### config.mk
export PLATFORM = sky130hd
export DESIGN_NAME = fetch_unit
export DESIGN_NICKNAME = d
export VERILOG_FILES = /design/src/rtl/isa_pkg.sv /design/src/rtl/fetch_unit.sv
export SDC_FILE = /design/constraint.sdc
export NUM_CORES = 1
export LEC_CHECK = 0
export CAP_MARGIN = 25
export CORE_ASPECT_RATIO = 0.6
export CORE_MARGIN = 2
export CORE_UTILIZATION = 25
export CTS_CLUSTER_SIZE = 16
export DETAILED_ROUTE_END_ITERATION = 10
export GPL_ROUTABILITY_DRIVEN = 0
export PLACE_DENSITY = 0.63
export SLEW_MARGIN = 20
export SYNTH_ARGS = -nofsm -noshare
export SYNTH_HDL_FRONTEND = slang
export SYNTH_SLANG_ARGS = --single-unit
### constraint.sdc
create_clock -name clk -period 1.9 [get_ports clk]
set_clock_uncertainty 0.15 [all_clocks]
set_input_delay 0.38 -clock clk [delete_from_list [all_inputs] [get_ports clk]]
set_output_delay 0.38 -clock clk [all_outputs]
set_load 0.03 [all_outputs]
### src/rtl/isa_pkg.sv
// Shared fetch-path definitions: default widths, sequential PC step and the
// fetch FSM state encoding.
package isa_pkg;

   localparam int ADDR_W_DEFAULT  = 16;
   localparam int DATA_W_DEFAULT  = 16;
   localparam int PC_STEP_DEFAULT = 1;

   // Fetch FSM: issue a read, wait for its data, hold it for decode.
   typedef enum logic [1:0] {
      S_REQ  = 2'd0,
      S_WAIT = 2'd1,
      S_HOLD = 2'd2
   } fetch_state_t;

endpackage

### src/rtl/fetch_unit.sv
// Instruction-fetch stage: reads imem at pc_cur, computes the next PC and its
// load enable, and hands the fetched word to decode through a one-entry
// valid/ready buffer. Branch redirects flush in-flight and buffered fetches.
module fetch_unit
   import isa_pkg::*;
#(
   parameter int ADDR_W  = ADDR_W_DEFAULT,
   parameter int DATA_W  = DATA_W_DEFAULT,
   parameter int PC_STEP = PC_STEP_DEFAULT
) (
   input  logic              clk,
   input  logic              reset_n,
   input  logic [ADDR_W-1:0] pc_cur,
   output logic [ADDR_W-1:0] pc_next,
   output logic              pc_en,
   output logic              imem_req,
   output logic [ADDR_W-1:0] imem_addr,
   input  logic              imem_ack,
   input  logic [DATA_W-1:0] imem_rdata,
   input  logic              br_taken,
   input  logic [ADDR_W-1:0] br_target,
   output logic              if_valid,
   output logic [DATA_W-1:0] if_instr,
   output logic [ADDR_W-1:0] if_pc,
   input  logic              id_ready
);

   localparam logic [ADDR_W-1:0] STEP = ADDR_W'(PC_STEP);

   fetch_state_t      state, state_nxt;
   logic              drop, drop_nxt;         // outstanding read is stale
   logic [ADDR_W-1:0] req_addr, req_addr_nxt; // address of outstanding read
   logic              if_valid_nxt;
   logic [DATA_W-1:0] if_instr_nxt;
   logic [ADDR_W-1:0] if_pc_nxt;

   // Next-state, memory request, PC update and output-buffer next values.
   always_comb begin
      // NOTE: every signal gets a default first so no path leaves one
      // unassigned; that is what keeps this block free of inferred latches.
      state_nxt    = state;
      drop_nxt     = drop;
      req_addr_nxt = req_addr;
      if_valid_nxt = if_valid;
      if_instr_nxt = if_instr;
      if_pc_nxt    = if_pc;
      imem_req     = 1'b0;
      imem_addr    = pc_cur;
      pc_next      = pc_cur;
      pc_en        = 1'b0;

      if (!reset_n) begin
         // Keep the PC and memory quiet while the block is held in reset.
         pc_next = '0;
      end else begin
         // A redirect wins over everything else, including a same-cycle ack.
         if (br_taken) begin
            pc_next      = br_target;
            pc_en        = 1'b1;
            if_valid_nxt = 1'b0;
         end

         case (state)
            S_REQ: begin
               if (!br_taken) begin
                  imem_req     = 1'b1;
                  req_addr_nxt = pc_cur;
                  state_nxt    = S_WAIT;
               end
            end

            S_WAIT: begin
               if (imem_ack) begin
                  drop_nxt = 1'b0;
                  if (br_taken || drop) begin
                     // Data belongs to a flushed fetch: discard and refetch.
                     state_nxt = S_REQ;
                  end else begin
                     if_instr_nxt = imem_rdata;
                     if_pc_nxt    = req_addr;
                     if_valid_nxt = 1'b1;
                     pc_next      = req_addr + STEP;
                     pc_en        = 1'b1;
                     state_nxt    = S_HOLD;
                  end
               end else if (br_taken) begin
                  // Read still in flight; remember to throw its data away.
                  drop_nxt = 1'b1;
               end
            end

            S_HOLD: begin
               // A redirect also cancels a concurrent id_ready handshake.
               if (br_taken || id_ready) begin
                  if_valid_nxt = 1'b0;
                  state_nxt    = S_REQ;
               end
            end

            default: state_nxt = S_REQ;
         endcase
      end
   end

   // State, drop flag, request address and output buffer registers.
   always_ff @(posedge clk) begin
      // NOTE: sequential state uses non-blocking assignments so every register
      // samples the pre-edge values, independent of statement order.
      if (!reset_n) begin
         state    <= S_REQ;
         drop     <= 1'b0;
         req_addr <= '0;
         if_valid <= 1'b0;
         if_instr <= '0;
         if_pc    <= '0;
      end else begin
         state    <= state_nxt;
         drop     <= drop_nxt;
         req_addr <= req_addr_nxt;
         if_valid <= if_valid_nxt;
         if_instr <= if_instr_nxt;
         if_pc    <= if_pc_nxt;
      end
   end

endmodule

==> results.json, run 1 <==
{
  "die_w_um": 138,
  "track_usage": 0.201,
  "ys_types": 41,
  "grt_pass1_vias": 3297,
  "nFillCells": 985,
  "tightest_slew_ns": 0.361,
  "cts_made_buffers": 5,
  "wl_per_cell_um": 17.1,
  "setup_tns_ns": -9.12,
  "synth_seq_cells": 52,
  "drv_cap": 0,
  "insertedDiodeCount": 0,
  "relSlewSlack": 0.757,
  "multiInputGateArea_um2": 1650,
  "dpl.hpwl_mm": 7.69,
  "seq_area_um2": 1050,
  "cts.path.max_buffers": 2,
  "holdCritStartpoint": "if_pc[7]",
  "ant_nets": 0,
  "synth-simple-area-share": 0.252,
  "dieArea_um2": 11600,
  "ir_drop_uv": 364,
  "clk_latency_ns": 0.29,
  "crit_path_max_fanout": 8,
  "drtPass1Iterations": 4,
  "root_buffer": "clkbuf_16",
  "final_cells": 671,
  "finalCritPeriodShare": 1.28,
  "clk_pin_slew_worst_paths_ns": 0.07,
  "hold_slack_ns": 0.307,
  "finalMaxSlewViolations": 0,
  "cts_sinks": 52,
  "muxShareOfSynthArea": 0.00794,
  "max_freq_mhz": 412,
  "synth_most_common_cell": "nand2_1",
  "fp.dieH_um": 84.2,
  "routed_via_density": 4.80,
  "dpl.cell_count": 635,
  "row_count": 29,
  "overflow": 0,
  "syn-num-nets": 414,
  "syn_avg_cell_area_um2": 7.50,
  "cp.arrival_ns": 1.90,
  "antenna_found_initial": 0,
  "period_needed_ns": 2.43,
  "netlist_instances": 357,
  "final_area_um2": 5190,
  "synth-compound-area-share": 0.203,
  "fin_ws_ns": -0.526,
  "cp.required_ns": 1.37,
  "synth_top_area_frac": 0.389,
  "synthArstFlopShare": 0,
  "end_kind": "output pin",
  "drc": 0,
  "crit_type": "flop to output pin",
  "finalHoldViolations": 0,
  "p_per_area_nw_per_um2": 637,
  "area_delta_synth_final_pct": 93.7,
  "layout.nets": 588,
  "synth_xor_area_frac": 0.0229,
  "violations": "setup timing",
  "htree_levels": 2,
  "drtIter0Drc": 158,
  "synth_edf_count": 0,
  "synthAdderAreaFrac": 0.0187,
  "rr_startpoint": "state[1]",
  "totalPowerFinal_uw": 3300,
  "layout-drive-gt1-share": 0.365,
  "p_leak_uw": 0.00215,
  "worstSetupStartpoint": "state[1]",
  "cts_tree": "built",
  "synth_top_family_by_area": "simple AND/OR/NAND/NOR gates",
  "core_area_um2": 10500,
  "hold_class": "flop to flop",
  "outcome": "finished, violations left",
  "rsz0062_at_grt": "true",
  "portBuffers": 119,
  "synthesis.area_um2": 2680,
  "hold_buffers": 0,
  "ys.flop_type": "dfxtp_1",
  "grt_pass1_wl_mm": 17.7,
  "initial_core_util": 0.255,
  "synth_top_cells_by_area": "dfxtp_1 (39%), nand2_1 (15%), a21oi_1 (11%)",
  "grt_max_degree": 23,
  "synth.top_cells.by_count": "nand2_1 (104), a21oi_1 (57), dfxtp_1 (52)",
  "wl_mm": 11.5,
  "finalSetupViolations": 35,
  "ios": 120,
  "vias": 3224,
  "yosysSeqAreaShare": 0.389,
  "dpl_cell_area_um2": 4390,
  "yosysTopAreaCell": "dfxtp_1",
  "startpoint_type": "flop",
  "yosysWarningCount": 0
}
layout make-up:
cell class / instances / area share
Multi-Input combinational cell: 256 / 0.318
Tap cell: 139 / 0.0335
Clock inverter: 1 / 0.00145
Sequential cell: 52 / 0.202
Inverter: 6 / 0.00507
Timing Repair Buffer: 210 / 0.412
Clock buffer: 7 / 0.0275
registers in the layout, indices dropped and copies added, names as in the netlist:
signal / cells
state: 2
if_pc: 16
req_addr: 16
drop: 1
if_instr: 16
if_valid: 1
power by group:
part	switching, uW	internal (uW)	leakage, uW
Clock	419	526	0.0000701
Sequential	38.0	1150	0.000425
Combinational	592	580	0.00166
metal layers:
metal / track usage / vias up / wire length (um)
li1: - / 1563 / -
met5: 0 / - / 0
met4: 0.0581 / 0 / 184
met3: 0.0568 / 13 / 959
met2: 0.324 / 124 / 5280
met1: 0.264 / 1524 / 5030
placed cells by master (no fill, tap or decap), types with 9 or more instances in the layout:
cell type          n
nor2_1             9
nand2_1          103
clkdlybuf4s50_1   72
buf_4             89
buf_12            15
o221ai_2           9
dlymetal6s2s_1     9
buf_6             19
a21oi_1           49
dfxtp_1           46
repair_timing:
item / 4_1_cts / 5_1_grt
cloned: 4 / 0
endpoints found under the hold margin: 0 / 0
gates resized for setup: 75 / 20
pin swaps: 13 / 7
setup endpoints to repair: 49 / 50
setup buffers: 22 / 4
cell families (layout without fill, tap and decap cells):
logic type / count (synthesis) / count (layout)
AOI/OAI and AO/OA: 90 / 90
xor gates and xnor gates: 7 / 7
adders and majority gates: 4 / 4
buffers and inverters: 49 / 224
DFF: 52 / 52
muxes: 2 / 2
and+or+nand+nor: 153 / 153
through the flow:
stage / setup slack [ns] / utilization
final: -0.526 / 0.495
after CTS: -0.541 / 0.486
after global routing: -0.594 / 0.495
after detailed placement: -0.986 / 0.419
after floorplan: -0.0504 / -
after global placement: -0.965 / 0.419
critical path, stage by stage, from the launching register on:
cell	delay, ns
dfxtp_2	0.33
inv_2	0.07
ha_4	0.17
nand2_4	0.06
or3_4	0.39
buf_12	0.16
nor3_4	0.11
a221o_2	0.18
buf_6	0.13
final timing paths:
path	end	slack, ns	depth (start not counted)
worst max register to register	if_pc[11]	-0.09	9
worst min register to register	if_pc[7]	0.31	2
worst min-delay path	if_pc[7]	0.31	2
worst max-delay path	pc_next[15]	-0.53	8
(Power assumes the default switching activity.)
==> inputs of run 2 (changes only) <==
--- a/config.mk
+++ b/config.mk
@@ -6,7 +6,7 @@
 export NUM_CORES = 1
 export LEC_CHECK = 0
 export CAP_MARGIN = 25
-export CORE_ASPECT_RATIO = 0.6
+export CORE_ASPECT_RATIO = 2
 export CORE_MARGIN = 2
 export CORE_UTILIZATION = 25
 export CTS_CLUSTER_SIZE = 16
==> results.json, run 2 (synthesized netlist as in run 1, its figures left out) <==
{
  "rsz0062_at_grt": "true",
  "row_count": 53,
  "insertedDiodeCount": 0,
  "crit_chain": "inv_2, ha_4, a31oi_1, a22o_1, a221o_2, buf_6",
  "combinationalPowerShare": 0.353,
  "cts.path.max_buffers": 2,
  "drv_cap": 0,
  "top_regs": "if_instr (16), if_pc (16), req_addr (16)",
  "htree_levels": 2,
  "tightest_slew_ns": 0.389,
  "p_leak_uw": 0.00200,
  "crit_type": "flop to output pin",
  "track_usage": 0.186,
  "p_sw_frac": 0.324,
  "critPathSlowestCell": "a221o_2",
  "final_area_um2": 5210,
  "clkPwrFrac": 0.290,
  "period_needed_ns": 2.39,
  "clk_pin_slew_worst_paths_ns": 0.08,
  "finalCritPeriodShare": 1.26,
  "met1_usage": 0.191,
  "grt_max_degree": 21,
  "antenna_found_initial": 0,
  "dp_slack_ns": -0.685,
  "hold_buffers": 0,
  "drc": 0,
  "crit_path_max_fanout": 5,
  "clk_latency_ns": 0.31,
  "utilization": 0.497,
  "routed_via_density": 4.90,
  "initial_core_util": 0.256,
  "drtPass1Iterations": 4,
  "ant_nets": 0,
  "slowest_delay_ns": 0.41,
  "cp.arrival_ns": 1.86,
  "dpl.hpwl_mm": 8.17,
  "vias": 3295,
  "end_kind": "output pin",
  "overflow": 0,
  "layout_common_cells": "nand2_1 (101), buf_4 (90), clkdlybuf4s50_1 (80)",
  "met2_usage": 0.351,
  "relSlewSlack": 0.739,
  "wl_per_cell_um": 16.3,
  "power.switching_uw": 1090,
  "dieArea_um2": 11600,
  "dpl_cell_area_um2": 4580,
  "layout-drive-gt1-share": 0.376,
  "grt_pass1_wl_mm": 16.8,
  "fin_ws_ns": -0.494,
  "root_buffer": "clkbuf_16",
  "max_freq_mhz": 418,
  "totalPowerFinal_uw": 3350,
  "layout_commonest_cell": "nand2_1",
  "ir_drop_uv": 423,
  "wl_mm": 11.0,
  "cts_made_buffers": 5,
  "busiest_layer": "met2",
  "ios": 120,
  "startpoint_type": "flop",
  "hold_class": "flop to flop",
  "hold_slack_ns": 0.305,
  "cp.required_ns": 1.37,
  "drtIter0Drc": 127,
  "portBuffers": 119,
  "die_w_um": 77.2,
  "finalMaxSlewViolations": 0,
  "grt_use_met3": 0.0282,
  "seq_power_share": 0.357,
  "layout.nets": 591,
  "violations": "setup timing",
  "p_per_area_nw_per_um2": 643,
  "p_int_uw": 2260,
  "grt_pass1_vias": 3336,
  "core_area_um2": 10500,
  "finalHoldViolations": 0,
  "finalSetupViolations": 17,
  "nFillCells": 1030,
  "outcome": "finished, violations left",
  "cts_sinks": 52,
  "cts_tree": "built",
  "area_delta_synth_final_pct": 94.7,
  "fp.dieH_um": 150
}
[run 2: repair_timing]
item | CTS | global route
endpoints found under the hold margin | 0 | 0
gates cloned | 3 | 0
endpoints found under the setup margin | 49 | 34
buffers inserted | 3 | 10
resized for setup | 54 | 41
pin swaps | 11 | 15
[run 2: worst paths after layout]
kind | cells past startpoint | to | startpoint | slack (ns)
setup reg to reg | 8 | if_instr[7] | state[1] | 0.07
setup / recovery | 6 | pc_next[15] | state[1] | -0.49
hold reg to reg | 2 | if_instr[5] | if_instr[5] | 0.31
hold / removal | 2 | if_instr[5] | if_instr[5] | 0.31
[run 2: power by group through the flow]
stage	sequential, uW	combinational (uW)	clock [uW]
final	1200	1180	971
after global routing	1200	1250	1020
after CTS	1190	1120	986
after detailed placement	1210	1020	0
after global placement	1210	1010	0
after floorplan	1250	458	0
[run 2: layer usage]
metal / part of all wire / wire (um)
met5: 0 / 0
met4: 0.051 / 561
met3: 0.045 / 493
met2: 0.56 / 6160
met1: 0.34 / 3760
[run 2: final cells by class]
type                            count  area [um2]  area share
Inverter                            6        26.3     0.00504
Timing Repair Buffer              213        2070       0.397
Multi-Input combinational cell    256        1750       0.335
Sequential cell                    52        1050       0.201
Clock inverter                      2        13.8     0.00264
Clock buffer                        6         139      0.0266
Tap cell                          137         171      0.0329
[run 2: worst max-delay path: cells and delay by family, from the launching register on]
kind / cells / cell delay (ns)
buf+inv: 2 / 0.23
flops: 1 / 0.33
fa+ha+maj: 1 / 0.17
compound gates: 3 / 0.82
[run 2: through the flow]
step                      instances  TNS (ns)
after floorplan                 357    -0.348
after global placement          652    -24.28
after detailed placement        652    -27.11
after CTS                       666     -7.46
after global routing            672     -7.80
final                           672     -6.90
==> inputs of run 3 (changes only) <==
--- a/config.mk
+++ b/config.mk
@@ -13,6 +13,7 @@
 export DETAILED_ROUTE_END_ITERATION = 10
 export GPL_ROUTABILITY_DRIVEN = 0
 export PLACE_DENSITY = 0.63
+export SKIP_LAST_GASP = 1
 export SLEW_MARGIN = 20
 export SYNTH_ARGS = -nofsm -noshare
 export SYNTH_HDL_FRONTEND = slang
==> results.json, run 3 (synthesized netlist as in run 1, its figures left out) <==
{
  "holdCritStartpoint": "if_pc[0]",
  "core_area_um2": 10500,
  "wl_mm": 11.0,
  "antenna_found_initial": 0,
  "clk_latency_ns": 0.31,
  "vias": 3298,
  "initial_core_util": 0.256,
  "critPathTopFamily": "compound AO/OA/AOI/OAI gates",
  "final_area_um2": 5200,
  "p_per_area_nw_per_um2": 643,
  "die_w_um": 77.2,
  "layout-drive-gt1-share": 0.374,
  "finalSetupViolations": 17,
  "slowest_delay_ns": 0.41,
  "cts_made_buffers": 5,
  "layout.nets": 591,
  "nFillCells": 1031,
  "dp_slack_ns": -0.685,
  "portBuffers": 119,
  "finalHoldViolations": 0,
  "final_cells": 673,
  "hold_buffers": 0,
  "grt_max_degree": 21,
  "cts_sinks": 52,
  "ir_drop_uv": 422,
  "multiInputGateArea_um2": 1740,
  "max_freq_mhz": 419,
  "dpl.hpwl_mm": 8.17,
  "dpl.cell_count": 652,
  "fin_ws_ns": -0.488,
  "finalCritPeriodShare": 1.26,
  "layout_commonest_cell": "nand2_1",
  "layout_common_cells": "nand2_1 (101), buf_4 (90), clkdlybuf4s50_1 (80)",
  "p_leak_uw": 0.00200,
  "dieArea_um2": 11600,
  "critPathSlowestCell": "a221o_2",
  "end_kind": "output pin",
  "outcome": "finished, violations left",
  "overflow": 0,
  "cp.required_ns": 1.37,
  "crit_type": "flop to output pin",
  "hold_class": "flop to flop",
  "seq_area_um2": 1050,
  "cp_num_buf_inv": 2,
  "worstSetupStartpoint": "state[1]",
  "drv_cap": 0,
  "relSlewSlack": 0.739,
  "top_regs": "if_instr (16), if_pc (16), req_addr (16)",
  "cts_tree": "built",
  "routed_via_density": 4.90,
  "grt_pass1_wl_mm": 16.7,
  "finalMaxSlewViolations": 0,
  "crit_chain": "inv_2, ha_4, a31oi_1, a22o_1, a221o_2, buf_6",
  "drtPass1Iterations": 4,
  "clk_pin_slew_worst_paths_ns": 0.08,
  "row_count": 53,
  "violations": "setup timing",
  "track_usage": 0.186,
  "dpl_cell_area_um2": 4580,
  "totalPowerFinal_uw": 3350,
  "rsz0062_at_grt": "true",
  "cp.arrival_ns": 1.86,
  "tightest_slew_ns": 0.388,
  "wl_per_cell_um": 16.3,
  "ios": 120,
  "rr_startpoint": "state[1]",
  "htree_levels": 2,
  "root_buffer": "clkbuf_16",
  "area_delta_synth_final_pct": 94.4,
  "period_needed_ns": 2.39,
  "crit_path_max_fanout": 5,
  "utilization": 0.497,
  "drtIter0Drc": 156,
  "startpoint_type": "flop",
  "grt_pass1_vias": 3330,
  "r2r_setup_slack_ns": 0.06,
  "fp.dieH_um": 150,
  "cts.path.max_buffers": 2,
  "drc": 0,
  "ant_nets": 0
}
-- run 3: changes by cell type in the layout (fill, tap and decap cells not counted), sizes merged --
| cell | change |
|---|---|
| diode | +1 |
-- run 3: worst paths after layout --
path	endpoint	depth (start not counted)
setup / recovery	pc_next[15]	6
hold / removal	if_pc[0]	2
setup reg to reg	state[1]	9
hold reg to reg	if_pc[0]	2
-- run 3: power breakdown --
group | total (uW) | leakage (uW) | switching [uW] | internal, uW
Combinational | 1180 | 0.00150 | 593 | 589
Clock | 965 | 0.0000773 | 437 | 528
Sequential | 1200 | 0.000424 | 51.6 | 1150
Total | 3350 | 0.00200 | 1080 | 2260
-- run 3: cell type report --
type,instances,share of cell area
timing repair buffer,213,0.397
multi-input combinational,256,0.334
sequential,52,0.201
tap,137,0.0329
clock buffer,6,0.0267
inverter,6,0.00505
clock inverter,2,0.00264
antenna,1,0.000481
-- run 3: layer usage --
layer | wire length, um | track usage | vias up
met4 | 545 | 0.106 | 0
met3 | 472 | 0.0282 | 39
met5 | 0 | 0 | -
li1 | - | - | 1565
met2 | 6110 | 0.350 | 135
met1 | 3830 | 0.191 | 1559
-- run 3: stage by stage --
step / TNS [ns] / hold slack (ns)
after floorplan: -0.348 / 0.309
after global placement: -24.28 / 0.292
after detailed placement: -27.11 / 0.296
after CTS: -7.48 / 0.305
after global routing: -7.83 / 0.321
final: -6.90 / 0.305
-- run 3: repair_timing --
action                                  in CTS  in global routing
gates resized for setup                     52                 41
endpoints found under the setup margin      49                 34
pin swaps                                   11                 14
setup buffers                                3                 10
cloned                                       3                  0
hold endpoints to repair                     0                  0
-- run 3: worst register-to-register path, cell delays in order, from the launching register on --
cell and delay, ns:
dfxtp_2 0.33, inv_2 0.08, ha_4 0.17, nor4bb_4 0.30, buf_6 0.20, buf_6 0.12, buf_4 0.10, buf_4 0.10
a22oi_1 0.08, nor2_1 0.13
